`src/rtl/regfile_mp_if.sv`:
```
// regfile_mp_if: bundle of the read, write and scoreboard signals of the register file.
//
// master: decode/writeback side; drives addresses, write data and scoreboard strobes.
// slave : the register file; drives read data, read busy flags and any_busy.
//
// Signals:
//   re       read enable; rd/rbusy hold when low
//   rr       packed read addresses, port i at rr[i*AW +: AW]
//   rd       packed registered read data, port i at rd[i*XLEN +: XLEN]
//   rbusy    registered busy flag of each read address
//   we/wr/wd write enable, address, data
//   iss      issue strobe, marks iss_rd busy
//   iss_rd   destination register being issued
//   flush    synchronous clear of every busy bit
//   any_busy OR of all busy bits
interface regfile_mp_if #(
  parameter int unsigned XLEN = 32,
  parameter int unsigned NREG = 32,
  parameter int unsigned NRP  = 2
);
  localparam int unsigned AW = $clog2(NREG);

  logic                 re;
  logic [NRP*AW-1:0]    rr;
  logic [NRP*XLEN-1:0]  rd;
  logic [NRP-1:0]       rbusy;
  logic                 we;
  logic [AW-1:0]        wr;
  logic [XLEN-1:0]      wd;
  logic                 iss;
  logic [AW-1:0]        iss_rd;
  logic                 flush;
  logic                 any_busy;

  modport master (
    output re, rr, we, wr, wd, iss, iss_rd, flush,
    input  rd, rbusy, any_busy
  );

  modport slave (
    input  re, rr, we, wr, wd, iss, iss_rd, flush,
    output rd, rbusy, any_busy
  );
endinterface

```
`src/rtl/regfile_mp.sv`:
```
// regfile_mp: parametrised multi-read-port integer register file with a busy scoreboard.
//
// x0 is hardwired to zero and is never busy. Each read port registers the addressed data and
// busy bit on a rising edge with re=1 (one cycle latency). Writeback writes data and clears
// the busy bit; issue sets it; flush clears every busy bit with top priority.
//
// Ports:
//   clk  clock, rising edge
//   rst  asynchronous active-low reset
//   bus  regfile_mp_if.slave (see the interface file for the individual signals)
//
// Build option:
//   REGFILE_BYPASS_EN  when defined, a read of the register written in the same cycle
//                      captures the write data and the post-update busy bit. When undefined,
//                      reads see the pre-write value and pre-update busy bit.
module regfile_mp #(
  parameter int unsigned XLEN = 32,
  parameter int unsigned NREG = 32,
  parameter int unsigned NRP  = 2
) (
  input logic         clk,
  input logic         rst,
  regfile_mp_if.slave bus
);
  localparam int unsigned AW = $clog2(NREG);

  // Architectural state
  logic [NREG-1:0][XLEN-1:0] regs_q, regs_d;
  logic [NREG-1:0]           busy_q, busy_d;

  // Registered read ports
  logic [NRP-1:0][XLEN-1:0]  rd_q, rd_d;
  logic [NRP-1:0]            rbusy_q, rbusy_d;

  logic [NRP-1:0][AW-1:0]    raddr;
  logic                      wr_hit;

  assign raddr  = bus.rr;
  // Writes to x0 are dropped everywhere, so qualify the enable once.
  assign wr_hit = bus.we && (bus.wr != '0);

  // Register array next state
  always_comb begin
    regs_d = regs_q;
    if (wr_hit) begin
      regs_d[bus.wr] = bus.wd;
    end
    regs_d[0] = '0;
  end

  // Scoreboard next state: flush > issue set > writeback clear > hold
  always_comb begin
    busy_d = busy_q;
    for (int unsigned r = 1; r < NREG; r++) begin
      if (bus.flush) begin
        busy_d[r] = 1'b0;
      end else if (bus.iss && (bus.iss_rd == AW'(r))) begin
        busy_d[r] = 1'b1;
      end else if (bus.we && (bus.wr == AW'(r))) begin
        busy_d[r] = 1'b0;
      end
    end
    busy_d[0] = 1'b0;
  end

  // Read port next state
  always_comb begin
    rd_d    = rd_q;
    rbusy_d = rbusy_q;
    if (bus.re) begin
      for (int unsigned i = 0; i < NRP; i++) begin
`ifdef REGFILE_BYPASS_EN
        if (wr_hit && (raddr[i] == bus.wr)) begin
          rd_d[i]    = bus.wd;
          rbusy_d[i] = busy_d[raddr[i]];
        end else begin
          rd_d[i]    = regs_q[raddr[i]];
          rbusy_d[i] = busy_q[raddr[i]];
        end
`else
        rd_d[i]    = regs_q[raddr[i]];
        rbusy_d[i] = busy_q[raddr[i]];
`endif
      end
    end
  end

  always_ff @(posedge clk or negedge rst) begin
    if (!rst) begin
      regs_q  <= '0;
      busy_q  <= '0;
      rd_q    <= '0;
      rbusy_q <= '0;
    end else begin
      regs_q  <= regs_d;
      busy_q  <= busy_d;
      rd_q    <= rd_d;
      rbusy_q <= rbusy_d;
    end
  end

  assign bus.rd       = rd_q;
  assign bus.rbusy    = rbusy_q;
  assign bus.any_busy = |busy_q;

endmodule

```
`src/flat_wrapper.sv`:
```
// flat-port wrapper written by rule: the top's interface ports become plain ports
module regfile_mp_flat 
#(
  parameter int unsigned XLEN = 32,
  parameter int unsigned NREG = 32,
  parameter int unsigned NRP  = 2
)
  (clk, rst, bus_re, bus_rr, bus_we, bus_wr, bus_wd, bus_iss, bus_iss_rd, bus_flush, bus_rd, bus_rbusy, bus_any_busy);
  regfile_mp_if #(.XLEN(XLEN), .NREG(NREG), .NRP(NRP)) bus_i ();
  input logic clk;
  input logic rst;
  input wire logic [$bits(bus_i.re)-1:0] bus_re;
  input wire logic [$bits(bus_i.rr)-1:0] bus_rr;
  input wire logic [$bits(bus_i.we)-1:0] bus_we;
  input wire logic [$bits(bus_i.wr)-1:0] bus_wr;
  input wire logic [$bits(bus_i.wd)-1:0] bus_wd;
  input wire logic [$bits(bus_i.iss)-1:0] bus_iss;
  input wire logic [$bits(bus_i.iss_rd)-1:0] bus_iss_rd;
  input wire logic [$bits(bus_i.flush)-1:0] bus_flush;
  output wire logic [$bits(bus_i.rd)-1:0] bus_rd;
  output wire logic [$bits(bus_i.rbusy)-1:0] bus_rbusy;
  output wire logic [$bits(bus_i.any_busy)-1:0] bus_any_busy;
  assign bus_i.re = bus_re;
  assign bus_i.rr = bus_rr;
  assign bus_i.we = bus_we;
  assign bus_i.wr = bus_wr;
  assign bus_i.wd = bus_wd;
  assign bus_i.iss = bus_iss;
  assign bus_i.iss_rd = bus_iss_rd;
  assign bus_i.flush = bus_flush;
  assign bus_rd = bus_i.rd;
  assign bus_rbusy = bus_i.rbusy;
  assign bus_any_busy = bus_i.any_busy;
  regfile_mp #(.XLEN(XLEN), .NREG(NREG), .NRP(NRP)) u_core (.clk(clk), .rst(rst), .bus(bus_i));
endmodule
```
`config.mk`:
```
export PLATFORM = sky130hd
export DESIGN_NAME = regfile_mp_flat
export DESIGN_NICKNAME = d
export VERILOG_FILES = /design/src/rtl/regfile_mp_if.sv /design/src/rtl/regfile_mp.sv /design/src/flat_wrapper.sv
export SDC_FILE = /design/constraint.sdc
export NUM_CORES = 2
export LEC_CHECK = 0
export ABC_CLOCK_PERIOD_IN_PS = 3600
export CAP_MARGIN = 20
export CORE_MARGIN = 10
export CORE_UTILIZATION = 56
export DETAILED_ROUTE_END_ITERATION = 8
export PLACE_DENSITY = 0.72
export SETUP_SLACK_MARGIN = 0.4
export SLEW_MARGIN = 0
export SYNTH_ARGS = -nofsm -noshare
export SYNTH_HDL_FRONTEND = slang
export SYNTH_SLANG_ARGS = --single-unit
export TNS_END_PERCENT = 20
```
`constraint.sdc`:
```
create_clock -name clk -period 3.6 [get_ports clk]
set_input_delay 0.54 -clock clk [delete_from_list [all_inputs] [get_ports clk]]
set_output_delay 0.54 -clock clk [all_outputs]
set_load 0.05 [all_outputs]
```
==> results.cfg <==
[run_status]
status = finished, final reports clean

[synthesis]
ys.flop_type = dfrtp_1
ys_seq_area_share_pct = 47.4
synth_edf_count = 0
syn_inst = 3915
synth_area_leaders = dfrtp_1 47%, mux2_2 21%, mux4_2 17%, mux2_1 2.0%, clkbuf_1 1.8%
synthArstFlopShare_pct = 100
synth-warning-count = 0
synth_area_per_cell_um2 = 14.7
synth_fp_nets = 3973
synth_top_area_share_pct = 47.4
ys_ff_latch = 1089
yosys.cell_types.count = 44
synth_largest_area_cell = dfrtp_1
syn_area_um2 = 57500

[timing]
worst_slew_pin_slew_ns = 1.11
slew-limit-headroom_pct = 25.9
hold_viol = 0
period_share_pct = 85.0
tns_ns = 0
finClkSkew_ns = 0.0249
min_period_ns = 3.06
slew_viol_final = 0
rsz0062_at_grt = false
clock.fmax_mhz = 327
holdWs_ns = 0.356
report.final.setup_viol = 0

[routing]
firstDrtPassIters = 5
drcViolationCount = 0
via_per_inst = 6.84
finalWirelength_um = 165000
postRouteAntennaNets = 0
drt_iter0_markers = 3911
via_count = 36889
drt-wirelength-per-cell_um = 30.6

[global_routing]
grt_start_max_net_pins = 127
grt_pass1_vias = 38462
antenna_found_initial = 2
grt_usage_pct = 28.3
grt_overflow = 0
grt_pass1_wl_um = 251000

[pwr]
p_clk_share_pct = 34.1
p_sw_mw = 9.88
comb_power_share_pct = 20.7
swShare_pct = 27.4
seqPwrFrac_pct = 45.2
p_leak_nw = 27.8
p_int_mw = 26.1
ir_drop_mv = 0.417
power_density_nw_per_um2 = 554

[worst_setup_path]
cp-start-kind = flip-flop
r2r-start = u_core.regs_q[106]
worstReg2RegEnd = u_core.bus.rd[10]
reg2reg_slack_ns = 1.63
cp_slowest_cell = or4_1
cp.required_ns = 3.06
crit_family = simple AND/OR/NAND/NOR gates
worst-path-max-fanout = 4
rr_worst_depth = 5
arrival_ns = 2.52
path_class = reg -> out
cp.depth = 4
slowest_delay_ns = 0.52
critPathCaptureType = output pin
path_buf_inv = 1
path_cells = or4_1, nor4_1, nand4_1, dlygate4sd2_1

[worst_hold_path]
whs_path_depth = 3
hp-start = bus_re
hold-path-endpoint = u_core.bus.rbusy[1]
hold_path.class = in -> reg

[cts]
clock_sinks = 1089
htreeDepth = 3
cts_tree = done
clk_path_buf_depth = 3
cts_root_buf = clkbuf_16
numCtsBuffers = 115
path_clk_slew_ns = 0.06
clock_latency_ns = 0.72

[finish]
final_cell_mix = 1,089 x dfrtp_1, 1,050 x mux2_2, 442 x mux4_2
syn2layout_area_growth_pct = 12.9
nets = 3986
fin_util_pct = 63.7
layout_commonest_cell = dfrtp_1
drive_above_1_share_pct = 47.8

[floorplanning]
ioPinCount = 125
fp.dieH_um = 340
start_util_pct = 56.4
rows = 117
core_area_um2 = 102000
die_w_um = 340
die_area_um2 = 116000

[placement]
place_congestion = 0.835
io_buffers = 124
hpwlAfterDp_um = 99700

[flow_run]
maxCapViolations = 0
## synthesized netlist by cell type, types with 26 or more instances
cell       instances
clkbuf_1         269
nand3_1           27
o31ai_1           30
a311o_1           31
nor2b_1           81
buf_2             70
nor2_1           117
mux2i_1           92
mux2_2          1050
mux2_1           102
buf_1             61
mux4_2           442
a221oi_1          79
nand2_1           62
dfrtp_1         1089
a2111oi_0         31
o21ai_0           26
o221ai_1          41
nand2b_1          40
## power by group through the flow
| stage | combinational [mW] | sequential (mW) | clock (mW) |
|---|---|---|---|
| finish | 7.46 | 16.3 | 12.3 |
| global route | 8.00 | 16.5 | 12.9 |
| CTS | 7.46 | 16.2 | 12.4 |
| detailed placement | 7.42 | 16.4 | 0 |
| global placement | 7.25 | 16.2 | 0 |
| floorplan | 5.28 | 16.2 | 0 |
## layer usage
metal	vias up	global-route usage (%)	share of wire (%)
met5	-	0	0
met4	0	10.2	3.6
met3	342	4.91	7.1
met2	1495	45.2	48
met1	19879	39.0	41
li1	15173	-	-
## worst max path at each step
stage	slack, ns	to	start
2_1_floorplan	1.04	u_core.bus.rd[32]	bus_rr[6]
3_3_place_gp	0.58	u_core.bus.rd[45]	bus_rr[8]
3_5_place_dp	0.54	u_core.regs_q[909]	bus_wr[3]
4_1_cts	0.51	bus_any_busy	u_core.busy_q[20]
5_1_grt	0.46	bus_any_busy	u_core.busy_q[20]
6_report	0.54	bus_any_busy	u_core.busy_q[20]
## sequential cells by signal, summed over array words and instances, names as in the netlist
signal and cells:
u_core.regs_q 992, u_core.bus.rbusy 2, u_core.busy_q 31, u_core.bus.rd 64
## area by class of cell
type | count | area, µm²
Antenna cell | 2 | 5.00
Clock buffer | 167 | 3380
Clock inverter | 42 | 518
Fill cell | 7587 | 36900
Inverter | 4 | 16.3
Multi-Input combinational cell | 2401 | 28600
Sequential cell | 1089 | 27300
Tap cell | 1368 | 1710
Timing Repair Buffer | 317 | 3440
## cells by family after synthesis
group,Yosys count,share of synthesized area [%]
compound gates,342,4.78
flops,1089,47.4
simple gates,373,3.21
buf+inv,425,3.14
mux,1686,41.5
## timing repair
action                                  CTS  global route
hold buffers                              1             0
gates resized for setup                   1             0
endpoints found under the hold margin    40             0
setup buffers                             0             0
endpoints found under the setup margin    1             0
## per-stage QoR
stage / power (mW) / cells / worst slack (ns) / area, µm²
after floorplan: 21.5 / 3915 / 1.04 / 57500
after global placement: 23.5 / 5168 / 0.584 / 60800
after detailed placement: 23.8 / 5168 / 0.539 / 60800
after CTS: 36.1 / 5378 / 0.512 / 64700
after global routing: 37.5 / 5389 / 0.463 / 64900
final: 36.0 / 5390 / 0.539 / 64900
## worst min-delay path, stage by stage
cell	delay [ns]
buf_4	0.23
nor2_1	0.15
a31oi_1	0.05
No activity file was read; power rests on OpenSTA's default activity.
